--- src/rtl/mips_pkg.sv ---
// Shared encodings for the multicycle MIPS control path: opcodes, FSM states,
// ALU op codes and datapath mux selects.
package mips_pkg;

    localparam logic [5:0] OP_RTYPE = 6'b000000;
    localparam logic [5:0] OP_LW    = 6'b100011;
    localparam logic [5:0] OP_SW    = 6'b101011;
    localparam logic [5:0] OP_BEQ   = 6'b000100;
    localparam logic [5:0] OP_ADDI  = 6'b001000;
    localparam logic [5:0] OP_J     = 6'b000010;

    typedef enum logic [3:0] {
        S_FETCH   = 4'd0,
        S_DECODE  = 4'd1,
        S_MEMADR  = 4'd2,
        S_MEMRD   = 4'd3,
        S_MEMWB   = 4'd4,
        S_MEMWR   = 4'd5,
        S_RTYPEEX = 4'd6,
        S_RTYPEWB = 4'd7,
        S_BEQEX   = 4'd8,
        S_ADDIEX  = 4'd9,
        S_ADDIWB  = 4'd10,
        S_JEX     = 4'd11
    } state_e;

    // Consumed by the ALU control decoder as well.
    localparam logic [1:0] ALUOP_ADD   = 2'b00;
    localparam logic [1:0] ALUOP_SUB   = 2'b01;
    localparam logic [1:0] ALUOP_FUNCT = 2'b10;

    localparam logic [1:0] SRCB_REG    = 2'b00;
    localparam logic [1:0] SRCB_FOUR   = 2'b01;
    localparam logic [1:0] SRCB_IMM    = 2'b10;
    localparam logic [1:0] SRCB_IMMSH2 = 2'b11;

    localparam logic [1:0] PCSRC_ALU    = 2'b00;
    localparam logic [1:0] PCSRC_ALUOUT = 2'b01;
    localparam logic [1:0] PCSRC_JUMP   = 2'b10;

endpackage

--- src/rtl/multicycle_control_if.sv ---
// Controller <-> datapath/memory bundle: opcode and memory handshake in,
// mux selects, write enables and ALU op out.
interface multicycle_control_if;

    logic [5:0] opcode;
    logic       mem_ready;
    logic       pc_write;
    logic       pc_write_cond;
    logic       iord;
    logic       mem_read;
    logic       mem_write;
    logic       ir_write;
    logic       mem_to_reg;
    logic       reg_dst;
    logic       reg_write;
    logic       alu_src_a;
    logic [1:0] alu_src_b;
    logic [1:0] pc_src;
    logic [1:0] alu_op;
    logic       illegal_op;

    modport master (
        input  opcode, mem_ready,
        output pc_write, pc_write_cond, iord, mem_read, mem_write, ir_write,
               mem_to_reg, reg_dst, reg_write, alu_src_a, alu_src_b, pc_src,
               alu_op, illegal_op
    );

    modport slave (
        output opcode, mem_ready,
        input  pc_write, pc_write_cond, iord, mem_read, mem_write, ir_write,
               mem_to_reg, reg_dst, reg_write, alu_src_a, alu_src_b, pc_src,
               alu_op, illegal_op
    );

endinterface

--- src/rtl/multicycle_control.sv ---
// Purpose: main sequencing FSM of the multicycle MIPS datapath.
// Latency: Moore outputs from current state; FETCH IR/PC loads follow mem_ready in the same cycle.
// Backpressure: FETCH, MEMRD, MEMWR hold with the memory request high until mem_ready.
module multicycle_control
    import mips_pkg::*;
(
    input  logic                        clk,
    input  logic                        rst_n,
    multicycle_control_if.master        bus,
    output logic [3:0]                  state_o
);

    state_e state_q, state_d;
    // MEMADR must pick lw/sw without looking at the opcode again.
    logic   is_sw_q, is_sw_d;

    always_ff @(posedge clk or negedge rst_n) begin
        if (!rst_n) begin
            state_q <= S_FETCH;
            is_sw_q <= 1'b0;
        end else begin
            state_q <= state_d;
            is_sw_q <= is_sw_d;
        end
    end

    always_comb begin
        state_d           = S_FETCH;
        is_sw_d           = is_sw_q;
        bus.pc_write      = 1'b0;
        bus.pc_write_cond = 1'b0;
        bus.iord          = 1'b0;
        bus.mem_read      = 1'b0;
        bus.mem_write     = 1'b0;
        bus.ir_write      = 1'b0;
        bus.mem_to_reg    = 1'b0;
        bus.reg_dst       = 1'b0;
        bus.reg_write     = 1'b0;
        bus.alu_src_a     = 1'b0;
        bus.alu_src_b     = SRCB_REG;
        bus.pc_src        = PCSRC_ALU;
        bus.alu_op        = ALUOP_ADD;
        bus.illegal_op    = 1'b0;

        case (state_q)
            S_FETCH: begin
                bus.mem_read  = 1'b1;
                bus.alu_src_b = SRCB_FOUR;
                bus.alu_op    = ALUOP_ADD;
                bus.pc_src    = PCSRC_ALU;
                bus.ir_write  = bus.mem_ready;
                bus.pc_write  = bus.mem_ready;
                state_d       = bus.mem_ready ? S_DECODE : S_FETCH;
            end
            S_DECODE: begin
                bus.alu_src_b = SRCB_IMMSH2;
                bus.alu_op    = ALUOP_ADD;
                is_sw_d       = (bus.opcode == OP_SW);
                case (bus.opcode)
                    OP_LW, OP_SW: state_d = S_MEMADR;
                    OP_RTYPE:     state_d = S_RTYPEEX;
                    OP_BEQ:       state_d = S_BEQEX;
                    OP_ADDI:      state_d = S_ADDIEX;
                    OP_J:         state_d = S_JEX;
                    default:      bus.illegal_op = 1'b1;
                endcase
            end
            S_MEMADR: begin
                bus.alu_src_a = 1'b1;
                bus.alu_src_b = SRCB_IMM;
                state_d       = is_sw_q ? S_MEMWR : S_MEMRD;
            end
            S_MEMRD: begin
                bus.mem_read = 1'b1;
                bus.iord     = 1'b1;
                state_d      = bus.mem_ready ? S_MEMWB : S_MEMRD;
            end
            S_MEMWB: begin
                bus.reg_write  = 1'b1;
                bus.mem_to_reg = 1'b1;
            end
            S_MEMWR: begin
                bus.mem_write = 1'b1;
                bus.iord      = 1'b1;
                state_d       = bus.mem_ready ? S_FETCH : S_MEMWR;
            end
            S_RTYPEEX: begin
                bus.alu_src_a = 1'b1;
                bus.alu_src_b = SRCB_REG;
                bus.alu_op    = ALUOP_FUNCT;
                state_d       = S_RTYPEWB;
            end
            S_RTYPEWB: begin
                bus.reg_write = 1'b1;
                bus.reg_dst   = 1'b1;
            end
            S_BEQEX: begin
                bus.alu_src_a     = 1'b1;
                bus.alu_src_b     = SRCB_REG;
                bus.alu_op        = ALUOP_SUB;
                bus.pc_src        = PCSRC_ALUOUT;
                bus.pc_write_cond = 1'b1;
            end
            S_ADDIEX: begin
                bus.alu_src_a = 1'b1;
                bus.alu_src_b = SRCB_IMM;
                state_d       = S_ADDIWB;
            end
            S_ADDIWB: begin
                bus.reg_write = 1'b1;
            end
            S_JEX: begin
                bus.pc_write = 1'b1;
                bus.pc_src   = PCSRC_JUMP;
            end
            default: ;
        endcase

        // No write may escape while reset is held, even before the clock runs.
        if (!rst_n) begin
            bus.pc_write      = 1'b0;
            bus.pc_write_cond = 1'b0;
            bus.ir_write      = 1'b0;
            bus.reg_write     = 1'b0;
            bus.mem_write     = 1'b0;
            bus.illegal_op    = 1'b0;
        end
    end

    assign state_o = state_q;

endmodule

--- src/flat_wrapper.sv ---
// flat-port wrapper written by rule: the top's interface ports become plain ports
module multicycle_control_flat import mips_pkg::*;
  (clk, rst_n, state_o, bus_opcode, bus_mem_ready, bus_pc_write, bus_pc_write_cond, bus_iord, bus_mem_read, bus_mem_write, bus_ir_write, bus_mem_to_reg, bus_reg_dst, bus_reg_write, bus_alu_src_a, bus_alu_src_b, bus_pc_src, bus_alu_op, bus_illegal_op);
  multicycle_control_if bus_i ();
  input  logic clk;
  input  logic rst_n;
  output logic [3:0] state_o;
  input wire logic [$bits(bus_i.opcode)-1:0] bus_opcode;
  input wire logic [$bits(bus_i.mem_ready)-1:0] bus_mem_ready;
  output wire logic [$bits(bus_i.pc_write)-1:0] bus_pc_write;
  output wire logic [$bits(bus_i.pc_write_cond)-1:0] bus_pc_write_cond;
  output wire logic [$bits(bus_i.iord)-1:0] bus_iord;
  output wire logic [$bits(bus_i.mem_read)-1:0] bus_mem_read;
  output wire logic [$bits(bus_i.mem_write)-1:0] bus_mem_write;
  output wire logic [$bits(bus_i.ir_write)-1:0] bus_ir_write;
  output wire logic [$bits(bus_i.mem_to_reg)-1:0] bus_mem_to_reg;
  output wire logic [$bits(bus_i.reg_dst)-1:0] bus_reg_dst;
  output wire logic [$bits(bus_i.reg_write)-1:0] bus_reg_write;
  output wire logic [$bits(bus_i.alu_src_a)-1:0] bus_alu_src_a;
  output wire logic [$bits(bus_i.alu_src_b)-1:0] bus_alu_src_b;
  output wire logic [$bits(bus_i.pc_src)-1:0] bus_pc_src;
  output wire logic [$bits(bus_i.alu_op)-1:0] bus_alu_op;
  output wire logic [$bits(bus_i.illegal_op)-1:0] bus_illegal_op;
  assign bus_i.opcode = bus_opcode;
  assign bus_i.mem_ready = bus_mem_ready;
  assign bus_pc_write = bus_i.pc_write;
  assign bus_pc_write_cond = bus_i.pc_write_cond;
  assign bus_iord = bus_i.iord;
  assign bus_mem_read = bus_i.mem_read;
  assign bus_mem_write = bus_i.mem_write;
  assign bus_ir_write = bus_i.ir_write;
  assign bus_mem_to_reg = bus_i.mem_to_reg;
  assign bus_reg_dst = bus_i.reg_dst;
  assign bus_reg_write = bus_i.reg_write;
  assign bus_alu_src_a = bus_i.alu_src_a;
  assign bus_alu_src_b = bus_i.alu_src_b;
  assign bus_pc_src = bus_i.pc_src;
  assign bus_alu_op = bus_i.alu_op;
  assign bus_illegal_op = bus_i.illegal_op;
  multicycle_control u_core (.clk(clk), .rst_n(rst_n), .bus(bus_i), .state_o(state_o));
endmodule
--- config.mk ---
export PLATFORM = sky130hd
export DESIGN_NAME = multicycle_control_flat
export DESIGN_NICKNAME = d
export VERILOG_FILES = /design/src/rtl/mips_pkg.sv /design/src/rtl/multicycle_control_if.sv /design/src/rtl/multicycle_control.sv /design/src/flat_wrapper.sv
export SDC_FILE = /design/constraint.sdc
export NUM_CORES = 1
export LEC_CHECK = 0
export ABC_AREA = 1
export CAP_MARGIN = 20
export CORE_UTILIZATION = 33
export DETAILED_ROUTE_END_ITERATION = 16
export PLACE_DENSITY = 0.73
export SETUP_SLACK_MARGIN = 0.3
export SLEW_MARGIN = 25
export SYNTH_ARGS = -nofsm -noshare
export SYNTH_HDL_FRONTEND = slang
export SYNTH_SLANG_ARGS = --single-unit
export TNS_END_PERCENT = 100
--- constraint.sdc ---
create_clock -name clk -period 1.1 [get_ports clk]
set_input_delay 0.22 -clock clk [delete_from_list [all_inputs] [get_ports clk]]
set_output_delay 0.22 -clock clk [all_outputs]
set_load 0.01 [all_outputs]
==> impl_metrics.csv, run 1 <==
group,metric,value,unit
run_status,run_status,"aborted with a tool error",
run_status,outcome.stop_stage,"global routing",
run_status,error,"[ERROR DPL-0038] Utilization greater than 100%, impossible to legalize",
synthesis,synthesis.area,538,µm²
synthesis,portion_of_the_post_synthesis_area_used_by_sequential_elements,23.3,%
clock_network,ctsHoldBuffers,0,
clock_network,ctsRootBufferMaster,"sky130_fd_sc_hd__clkbuf_4",
clock_network,cts.htree.levels,1,
placed_design,placed_cell_area,1100,µm²
synthesis,postSynthCellCount,103,
sta,worst-ep-kind,"top-level output",
synthesis,synthTopCellsByArea,"sky130_fd_sc_hd__dfrtp_1 23%, sky130_fd_sc_hd__nand2_1 22%, sky130_fd_sc_hd__nor2_1 14%",
placed_design,place_worst_setup_slack,-0.818,ns
synthesis,ys_ff_latch,5,
floorplanning,die-width,42.4,µm
floorplanning,ios,30,
global_routing,grt_start_max_net_pins,7,
clock_network,cts_num_sinks,5,
synthesis,synth.top_cell.area_share,23.3,%
floorplanning,start_util,35.7,%
sta,crit_endpoint,"bus_illegal_op",
floorplanning,floorplan.die.height,42.4,µm
floorplanning,std_cell_rows,14,
synthesis,avg_synthesized_cell_area,5.22,µm²
clock_network,cts_max_path_buffers,2,
clock_network,tritoncts.num_buffers,3,
synthesis,synthesis.yosys.warnings,0,
synthesis,postSynthNetCount,112,
placed_design,detailedPlacementHpwl,1480,µm
placed_design,number_of_buffers_added_on_ports,29,
placed_design,gp_congestion,0.834,
synthesis,netlist-cell-type-count,14,
synthesis,yosysTopAreaCell,"sky130_fd_sc_hd__dfrtp_1",
timing repair:
item / CTS
cloned: 0
resized for setup: 124
pin swaps: 23
setup endpoints to repair: 26
buffers inserted: 20
metrics by stage:
step                hold WS (ns)  std cells  TNS [ns]
floorplan                -0.0756        103    -0.380
global placement           0.533        172    -10.84
detailed placement         0.538        172    -11.34
CTS                        0.295        196     -8.13
synthesized netlist by cell type:
cell type / instances
sky130_fd_sc_hd__a21oi_1: 1
sky130_fd_sc_hd__buf_4: 1
sky130_fd_sc_hd__dfrtp_1: 5
sky130_fd_sc_hd__inv_1: 18
sky130_fd_sc_hd__inv_2: 5
sky130_fd_sc_hd__nand2_1: 31
sky130_fd_sc_hd__nand2_2: 1
sky130_fd_sc_hd__nand3_1: 14
sky130_fd_sc_hd__nand4_1: 1
sky130_fd_sc_hd__nor2_1: 20
sky130_fd_sc_hd__nor2_2: 3
sky130_fd_sc_hd__o21a_1: 1
sky130_fd_sc_hd__o21ai_1: 1
sky130_fd_sc_hd__o2bb2ai_1: 1
logic make-up after synthesis:
kind of cell	synth area share, %
simple gates	54.4
buf+inv	17.4
flops	23.3
compound gates	4.88
==> run 2: changes to the inputs <==
--- a/config.mk
+++ b/config.mk
@@ -7,10 +7,10 @@
 export LEC_CHECK = 0
 export ABC_AREA = 1
 export CAP_MARGIN = 20
-export CORE_UTILIZATION = 33
+export CORE_AREA = 2 2 63 65
 export DETAILED_ROUTE_END_ITERATION = 16
-export PLACE_DENSITY = 0.73
-export SETUP_SLACK_MARGIN = 0.3
+export DIE_AREA = 0 0 65 67
+export PLACE_DENSITY_LB_ADDON = 0.15
 export SLEW_MARGIN = 25
 export SYNTH_ARGS = -nofsm -noshare
 export SYNTH_HDL_FRONTEND = slang
==> constraint.sdc (replaced) <==
create_clock -name clk -period 1.4 [get_ports clk]
set_input_delay 0.28 -clock clk [delete_from_list [all_inputs] [get_ports clk]]
set_output_delay 0.28 -clock clk [all_outputs]
set_load 0.01 [all_outputs]
==> impl_metrics.csv, run 2 <==
group,metric,value,unit
setup_path,required,1.12,ns
run_status,failing_checks,"setup timing",
sta,final.period_utilization,117,%
finish,number_of_standard_cells_in_the_layout_taps_in_and_fillers_out,234,
drt,detail_route.drc_violations,0,
global_routing,grt_start_max_net_pins,7,
synthesis,netlist-cell-type-count,14,
setup_path,critical_path_arrival,1.36,ns
synthesis,ys_async_sr_fraction,100,%
synthesis,yosysTopAreaCell,"sky130_fd_sc_hd__dfrtp_1",
synthesis,synthFlopType,"sky130_fd_sc_hd__dfrtp_1",
drt,drt_pass1_iterations,4,
power_and_ir_drop,pwr_density_cell,1400,nW/µm²
clock_network,clock_insertion_delay_worst_skew,0.22,ns
sta,tightest_slew,0.175,ns
placed_design,dp_cells,205,
synthesis,synthTopCellsByArea,"sky130_fd_sc_hd__dfrtp_1 23%, sky130_fd_sc_hd__nand2_1 22%, sky130_fd_sc_hd__nor2_1 14%",
clock_network,cts.htree.levels,1,
finish,mostFrequentLayoutCells,"38 x sky130_fd_sc_hd__buf_4, 21 x sky130_fd_sc_hd__nand2_1, 19 x sky130_fd_sc_hd__buf_6",
drt,drt-total-wl,2310,µm
clock_network,tritoncts,"done",
power_and_ir_drop,vdd_drop_max,547,µV
setup_path,critPathKind,"flop to primary output",
finish,nFillCells,374,
global_routing,antenna_found_initial,0,
floorplanning,design.core.area,3610,µm²
run,max_cap_viol_count,0,
synthesis,ys_ff_latch,5,
placed_design,placed_cell_area,1080,µm²
finish,nNetsFinal,196,
setup_path,cp-end-kind,"primary output",
sta,report.final.hold_viol_count,0,
synthesis,postSynthNetCount,112,
floorplanning,ios,30,
finish,drive_above_1_share,60.8,%
floorplanning,floorplan.die_area,4360,µm²
global_routing,grt_first_pass_wirelength,3520,µm
global_routing,grt_pass1_vias,848,
synthesis,synth_commonest_cells,"31 x sky130_fd_sc_hd__nand2_1, 20 x sky130_fd_sc_hd__nor2_1, 18 x sky130_fd_sc_hd__inv_1",
setup_path,reg2reg_slack,-0.01,ns
floorplanning,start_util,14.9,%
setup_path,startpoint_type,"flop",
setup_path,reg2reg_from,"u_core.state_o[2]",
placed_design,detailedPlacementHpwl,1630,µm
clock_network,ctsRootBufferMaster,"sky130_fd_sc_hd__clkbuf_8",
synthesis,avg_synthesized_cell_area,5.22,µm²
synthesis,portion_of_the_post_synthesis_area_used_by_sequential_elements,23.3,%
sta,setup_violations,19,
synthesis,synthesis.area,538,µm²
hold_path,worstHoldPathType,"input port to async pin",
sta,finClkSkew,0.00155,ns
synthesis,synthMostInstantiatedCell,"sky130_fd_sc_hd__nand2_1",
sta,timing.fmax,0.608,GHz
finish,flow.area_growth_from_synthesis,175,%
sta,worst_slack,-0.244,ns
sta,final_period_minus_worst_setup_slack,1.64,ns
clock_network,tritoncts.num_buffers,3,
synthesis,number_of_flops_mapped_to_enable_cells_by_yosys,0,
global_routing,grt_usage,10.4,%
setup_path,cp_common_cell,"sky130_fd_sc_hd__buf_6",
floorplanning,die-width,65,µm
setup_path,cp_slowest_cell,"sky130_fd_sc_hd__dfrtp_2",
finish,largest_reg_flops,4,
placed_design,number_of_buffers_added_on_ports,29,
drt,drt_initial_violations,24,
finish,antenna_diode_instance_count,0,
floorplanning,std_cell_rows,22,
setup_path,cp_cell_sequence,"buf_6, nor2_4, buf_6, nand2_4, nor2_1, buf_2",
sta,slew-limit-headroom,88.3,%
clock_network,cts_max_path_buffers,2,
setup_path,worst_path_largest_cell_delay,0.44,ns
floorplanning,floorplan.die.height,67,µm
drt,num_vias,913,
sta,rsz_0062_raised_after_global_routing,"yes",
drt,postRouteAntennaNets,0,
finish,leading_cell_type_in_the_layout_fill_and_taps_excluded,"sky130_fd_sc_hd__buf_4",
global_routing,grt_overflow_total,0,
setup_path,worst-path-max-fanout,4,
placed_design,gp_congestion,0.828,
run_status,run_status,"finished, violations left",
synthesis,synth.top_cell.area_share,23.3,%
power_and_ir_drop,pleak,0.886,nW
clock_network,ctsHoldBuffers,0,
clock_network,cts_num_sinks,5,
sta,slew_violations,0,
finish,finalInstanceArea,1480,µm²
setup_path,reg2regPathDepth,10,
setup_path,r2r-end,"u_core.state_o[1]",
drt,routedWlPerCell,9.88,µm
synthesis,synthesis.yosys.warnings,0,
drt,via_per_inst,3.90,
synthesis,postSynthCellCount,103,
clock_network,clk_pin_slew_worst_paths,0.03,ns
-- run 2: cell counts after synthesis --
No cell type changed its count.
-- run 2: report_power, final --
group | total, mW | internal, mW | switching (mW)
clock network | 0.262 | 0.195 | 0.0666
registers | 0.237 | 0.185 | 0.0521
logic | 1.57 | 0.827 | 0.740
total | 2.07 | 1.21 | 0.859
-- run 2: kinds of logic after synthesis --
group | count (synthesis) | synth area share [%]
AOI/OAI and AO/OA | 4 | 4.88
buffers and inverters | 24 | 17.4
DFF | 5 | 23.3
and+or+nand+nor | 70 | 54.4
-- run 2: what timing repair did --
| item | in CTS | in global routing |
|---|---|---|
| cloned | 0 | 0 |
| setup buffers | 13 | 12 |
| pin swaps | 7 | 16 |
| endpoints found under the hold margin | 0 | 0 |
| endpoints found under the setup margin | 21 | 20 |
| resized for setup | 86 | 59 |
-- run 2: worst max-delay path: cells and delay by family, from the launching register on --
kind | cells | cell delay (ns)
buffers and inverters | 3 | 0.40
AND/OR/NAND/NOR | 3 | 0.31
flip-flops | 1 | 0.44
-- run 2: final cells by class --
class | count | area (µm²) | area share (%)
Inverter | 23 | 96.3 | 6.51
Clock buffer | 4 | 45.0 | 3.04
Multi-Input combinational cell | 74 | 464 | 31.4
Sequential cell | 5 | 128 | 8.62
Tap cell | 48 | 60.1 | 4.06
Timing Repair Buffer | 80 | 687 | 46.4
-- run 2: worst max-delay path by stage --
stage	end	from	slack, ns
3_5_place_dp	bus_illegal_op	bus_opcode[0]	-0.61
5_1_grt	bus_illegal_op	u_core.state_o[0]	-0.34
4_1_cts	bus_illegal_op	u_core.state_o[3]	-0.27
3_3_place_gp	bus_illegal_op	rst_n	-0.59
6_report	bus_pc_write_cond	u_core.state_o[0]	-0.24
2_1_floorplan	bus_illegal_op	u_core.state_o[2]	0.06
-- run 2: metal layers --
layer	up-vias	share of wire, %	GRT usage [%]	routed length (µm)
li1	476	-	-	-
met1	410	40	11.8	930
met2	25	54	19.2	1240
met3	2	5.6	2.20	129
met4	0	0.56	3.19	13
met5	-	0	0	0
-- run 2: through the flow --
stage	setup slack [ns]	util, %	setup TNS [ns]	total power, mW	hold WS, ns
floorplan	0.0621	-	0	0.643	-0.0156
detailed placement	-0.605	29.8	-6.53	1.25	0.552
global route	-0.337	41.0	-4.54	2.23	0.147
CTS	-0.274	34.1	-2.59	1.68	0.140
global placement	-0.588	29.8	-6.49	1.25	0.546
finish	-0.244	41.0	-3.27	2.07	0.136
Note: power is estimated with default switching activity, not from simulation.
==> run 3: changes to the inputs <==
==> constraint.sdc (replaced) <==
create_clock -name clk -period 2.1 [get_ports clk]
set_input_delay 0.42 -clock clk [delete_from_list [all_inputs] [get_ports clk]]
set_output_delay 0.42 -clock clk [all_outputs]
set_load 0.01 [all_outputs]
==> impl_metrics.csv, run 3 (synthesis results as in run 2) <==
group,metric,value,unit
drt,drt_initial_violations,9,
global_routing,grt_start_max_net_pins,7,
clock_network,cts.htree.levels,1,
setup_path,cp_slowest_cell,"sky130_fd_sc_hd__clkdlybuf4s50_1",
hold_path,worstHoldPathType,"input port to async pin",
clock_network,ctsHoldBuffers,0,
setup_path,required,1.68,ns
placed_design,number_of_buffers_added_on_ports,29,
sta,slew-limit-headroom,84.5,%
sta,setup_violations,0,
global_routing,grt_usage,8.73,%
floorplanning,std_cell_rows,22,
floorplanning,floorplan.die.height,67,µm
sta,timing.fmax,0.501,GHz
drt,via_per_inst,3.78,
global_routing,grt_util_met1,10.2,%
power_and_ir_drop,vdd_drop_max,302,µV
floorplanning,floorplan.die_area,4360,µm²
finish,post-route-util,29.9,%
clock_network,clock_insertion_delay_worst_skew,0.22,ns
clock_network,clk_pin_slew_worst_paths,0.03,ns
setup_path,worst_path_largest_cell_delay,0.53,ns
global_routing,met2_usage,15.9,%
setup_path,cp-end-kind,"primary output",
power_and_ir_drop,pleak,0.706,nW
placed_design,detailedPlacementHpwl,1550,µm
global_routing,grt_pass1_vias,690,
setup_path,startpoint_type,"flop",
drt,detail_route.drc_violations,0,
global_routing,grt_overflow_total,0,
clock_network,tritoncts,"done",
floorplanning,die-width,65,µm
floorplanning,ios,30,
sta,report.final.hold_viol_count,0,
finish,largest_reg_flops,4,
sta,final.period_utilization,95.1,%
drt,num_vias,748,
setup_path,critical_path_arrival,1.58,ns
floorplanning,design.core.area,3610,µm²
run,max_cap_viol_count,0,
sta,final_period_minus_worst_setup_slack,2.00,ns
drt,postRouteAntennaNets,0,
clock_network,tritoncts.num_buffers,3,
sta,rsz_0062_raised_after_global_routing,"no",
finish,flow.area_growth_from_synthesis,100,%
finish,drive_above_1_share,24.7,%
clock_network,ctsRootBufferMaster,"sky130_fd_sc_hd__clkbuf_8",
global_routing,grt_util_met3,2.03,%
placed_design,dp_cells,193,
finish,antenna_diode_instance_count,0,
setup_path,worst-path-max-fanout,5,
power_and_ir_drop,pwr_density_cell,835,nW/µm²
drt,drt_pass1_iterations,4,
floorplanning,start_util,14.9,%
clock_network,cts_max_path_buffers,2,
power_and_ir_drop,post-layout-total-power,0.901,mW
finish,leading_cell_type_in_the_layout_fill_and_taps_excluded,"sky130_fd_sc_hd__nand2_1",
drt,drt-total-wl,1740,µm
sta,finClkSkew,0.00229,ns
global_routing,grt.busiest_layer,"met2",
sta,slew_violations,0,
drt,routedWlPerCell,8.77,µm
clock_network,cts_num_sinks,5,
finish,mostFrequentLayoutCells,"31 x sky130_fd_sc_hd__nand2_1, 17 x sky130_fd_sc_hd__inv_1, 15 x sky130_fd_sc_hd__clkdlybuf4s50_1, 15 x sky130_fd_sc_hd__buf_4, 14 x sky130_fd_sc_hd__nand3_1",
global_routing,grt_first_pass_wirelength,2940,µm
setup_path,critPathKind,"flop to primary output",
placed_design,gp_congestion,0.794,
finish,nNetsFinal,160,
run_status,run_status,"finished, final reports clean",
global_routing,antenna_found_initial,0,
setup_path,cp_cell_sequence,"nor2_2, nand2_1, inv_1, clkdlybuf4s50_1",
sta,tightest_slew,0.233,ns
finish,number_of_standard_cells_in_the_layout_taps_in_and_fillers_out,198,
==> run 3: changes by cell type in the layout (fill, tap and decap cells not counted), sizes merged <==
cell / delta
clkdlybuf4s50: +9
clkdlybuf4s15: -1
buf: -52
dlymetal6s2s: +5
dlygate4sd2: +3
==> run 3: routing by layer <==
layer | part of all wire, % | vias up
li1 | - | 402
met1 | 43 | 318
met2 | 49 | 26
met3 | 7.3 | 2
met4 | 0.86 | 0
met5 | 0 | -
==> run 3: where the power goes <==
part	internal, mW	switching (mW)
Sequential	0.122	0.0398
Clock	0.130	0.0462
Combinational	0.266	0.297
Total	0.518	0.383
==> run 3: cell type report <==
type                            count  area [µm²]
Timing Repair Buffer               44         404
Inverter                           23        86.3
Multi-Input combinational cell     74         357
Clock buffer                        4        45.0
Sequential cell                     5         126
Tap cell                           48        60.1
Fill cell                         408        2530
==> run 3: per-stage QoR <==
step           cell area (µm²)  TNS [ns]  setup WS [ns]  hold WS [ns]
2_1_floorplan              538         0          0.622         0.124
3_3_place_gp               986    -0.575         -0.168         0.549
3_5_place_dp               986    -0.617         -0.192         0.549
4_1_cts                   1040         0        0.00596         0.527
5_1_grt                   1080         0        0.00186         0.534
6_report                  1080         0          0.103         0.515
==> run 3: final timing paths <==
check                             startpoint           endpoint  slack (ns)  cells past startpoint
max                        u_core.state_o[0]      bus_alu_op[0]        0.10                      4
min                                    rst_n  u_core.state_o[1]        0.52                      2
max reg2reg                u_core.state_o[2]     u_core.is_sw_q        0.81                      7
min reg2reg                   u_core.is_sw_q     u_core.is_sw_q        0.55                      2
max in group asynchronous              rst_n  u_core.state_o[2]        1.46                      2
min in group clk              u_core.is_sw_q     u_core.is_sw_q        0.55                      2
==> run 3: critical path: cells and delay by family (launching register included) <==
kind / cells / cell delay, ns
simple gates: 2 / 0.29
flops: 1 / 0.44
buf+inv: 2 / 0.62
==> run 3: repair_timing <==
action,4_1_cts,5_1_grt
gates resized for setup,13,16
setup buffers,1,0
setup endpoints to repair,11,9
==> run 4: changes to the inputs <==
--- a/config.mk
+++ b/config.mk
@@ -6,10 +6,12 @@
 export NUM_CORES = 1
 export LEC_CHECK = 0
 export ABC_AREA = 1
+export ABC_CLOCK_PERIOD_IN_PS = 2100
 export CAP_MARGIN = 20
 export CORE_AREA = 2 2 63 65
 export DETAILED_ROUTE_END_ITERATION = 16
 export DIE_AREA = 0 0 65 67
+export GPL_TIMING_DRIVEN = 0
 export PLACE_DENSITY_LB_ADDON = 0.15
 export SLEW_MARGIN = 25
 export SYNTH_ARGS = -nofsm -noshare
==> impl_metrics.csv, run 4 (synthesis results as in run 2) <==
group,metric,value,unit
placed_design,dp_cells,180,
power_and_ir_drop,internal_power,0.508,mW
finish,leading_cell_type_in_the_layout_fill_and_taps_excluded,"sky130_fd_sc_hd__nand2_1",
setup_path,critPathKind,"flop to primary output",
power_and_ir_drop,clock_power_share,19.2,%
floorplanning,floorplan.die.height,67,µm
global_routing,grt_overflow_total,0,
sta,finalSetupTns,0,ns
floorplanning,start_util,14.9,%
drt,postRouteAntennaNets,0,
setup_path,r2r-end,"u_core.state_o[1]",
drt,via_per_inst,3.88,
finish,flow.area_growth_from_synthesis,86.7,%
sta,report.final.hold_viol_count,0,
setup_path,reg2regPathDepth,7,
run_status,run_status,"finished, final reports clean",
finish,drive_above_1_share,20.4,%
global_routing,grt_pass1_vias,673,
setup_path,required,1.68,ns
global_routing,grt_first_pass_wirelength,2840,µm
finish,number_of_standard_cells_in_the_layout_taps_in_and_fillers_out,185,
floorplanning,std_cell_rows,22,
global_routing,grt_usage,8.41,%
clock_network,tritoncts,"done",
clock_network,cts_max_path_buffers,2,
clock_network,cts_num_sinks,5,
global_routing,grt_start_max_net_pins,8,
clock_network,cts.htree.levels,1,
power_and_ir_drop,post-layout-total-power,0.891,mW
placed_design,gp_congestion,0.790,
clock_network,clk_pin_slew_worst_paths,0.03,ns
drt,detail_route.drc_violations,0,
drt,drt_initial_violations,34,
floorplanning,floorplan.die_area,4360,µm²
finish,post-route-util,27.9,%
power_and_ir_drop,power_frac_comb,62.2,%
power_and_ir_drop,pleak,0.647,nW
power_and_ir_drop,seqPwrFrac,18.5,%
placed_design,detailedPlacementHpwl,1450,µm
drt,routedWlPerCell,9.29,µm
sta,finClkSkew,0.00259,ns
run,max_cap_viol_count,0,
sta,tightest_slew,0.212,ns
setup_path,critical_path_arrival,1.64,ns
clock_network,ctsRootBufferMaster,"sky130_fd_sc_hd__clkbuf_8",
floorplanning,design.core.area,3610,µm²
setup_path,reg2reg_slack,0.95,ns
finish,antenna_diode_instance_count,0,
setup_path,startpoint_type,"flop",
clock_network,clock_insertion_delay_worst_skew,0.22,ns
setup_path,cp-end-kind,"primary output",
sta,slew-limit-headroom,85.8,%
sta,setup_violations,0,
sta,slew_violations,0,
power_and_ir_drop,total_net_switching_power,0.383,mW
power_and_ir_drop,vdd_drop_max,295,µV
floorplanning,ios,30,
sta,worst_slack,0.0354,ns
drt,drt-total-wl,1720,µm
setup_path,reg2reg_from,"u_core.state_o[1]",
sta,rsz_0062_raised_after_global_routing,"yes",
finish,largest_reg_flops,4,
placed_design,number_of_buffers_added_on_ports,29,
power_and_ir_drop,switching_share,42.9,%
power_and_ir_drop,pwr_density_cell,887,nW/µm²
drt,drt_pass1_iterations,4,
finish,mostFrequentLayoutCells,"31 x sky130_fd_sc_hd__nand2_1, 17 x sky130_fd_sc_hd__inv_1, 16 x sky130_fd_sc_hd__clkdlybuf4s50_1",
hold_path,worstHoldPathType,"input port to async pin",
sta,final.period_utilization,98.3,%
sta,final_period_minus_worst_setup_slack,2.06,ns
drt,num_vias,718,
setup_path,worst-path-max-fanout,5,
finish,nNetsFinal,147,
placed_design,place_worst_setup_slack,-0.479,ns
clock_network,tritoncts.num_buffers,3,
global_routing,antenna_found_initial,0,
sta,timing.fmax,0.484,GHz
floorplanning,die-width,65,µm
==> run 4: cell types whose count changed in the layout (fill, tap and decap cells not counted), sizes merged <==
cell	before	now
dlygate4sd2	7	3
clkdlybuf4s50	15	16
clkdlybuf4s15	0	1
buf	15	2
dlymetal6s2s	6	8
==> run 4: timing repair <==
action,4_1_cts,5_1_grt
pin swaps,0,2
gates resized for setup,16,17
gates cloned,0,0
buffers inserted,1,0
setup endpoints to repair,11,7
hold buffers,0,0
==> run 4: cell type report <==
| class | instances | area (µm²) |
|---|---|---|
| Buffer | 1 | 7.51 |
| Clock buffer | 4 | 45.0 |
| Fill cell | 404 | 2600 |
| Inverter | 23 | 86.3 |
| Multi-Input combinational cell | 74 | 369 |
| Sequential cell | 5 | 128 |
| Tap cell | 48 | 60.1 |
| Timing Repair Buffer | 30 | 309 |
==> run 4: routing by layer <==
metal	vias up	part of all wire, %	global-route usage (%)
li1	380	-	-
met1	304	46	9.89
met2	30	46	14.6
met3	4	6.5	1.69
met4	0	2.0	3.99
met5	-	0	0
==> run 4: worst max path at each step <==
stage	start	to
floorplan	u_core.state_o[2]	bus_illegal_op
global placement	rst_n	bus_illegal_op
detailed placement	rst_n	bus_illegal_op
CTS	u_core.state_o[0]	bus_pc_src[0]
global route	u_core.state_o[1]	bus_pc_src[0]
finish	u_core.state_o[1]	bus_pc_src[0]
==> run 4: power by group through the flow <==
stage / clock (mW) / sequential, mW / combinational (mW)
5_1_grt: 0.182 / 0.171 / 0.611
3_3_place_gp: 0 / 0.153 / 0.563
6_report: 0.171 / 0.165 / 0.555
3_5_place_dp: 0 / 0.154 / 0.559
2_1_floorplan: 0 / 0.163 / 0.266
4_1_cts: 0.176 / 0.163 / 0.572
==> run 4: metrics by stage <==
stage                     cell area [µm²]  hold slack (ns)
final                                1000           0.0355
after floorplan                       538            0.124
after global placement                888            0.544
after detailed placement              888            0.551
after global routing                 1000           0.0384
after CTS                             965            0.175
==> run 4: worst max-delay path, cell delays in order, from the launching register on <==
cell                              delay, ns
sky130_fd_sc_hd__dfrtp_1               0.42
sky130_fd_sc_hd__nor2_2                0.19
sky130_fd_sc_hd__nand2_1               0.12
sky130_fd_sc_hd__inv_1                 0.08
sky130_fd_sc_hd__buf_4                 0.10
sky130_fd_sc_hd__clkdlybuf4s50_1       0.51
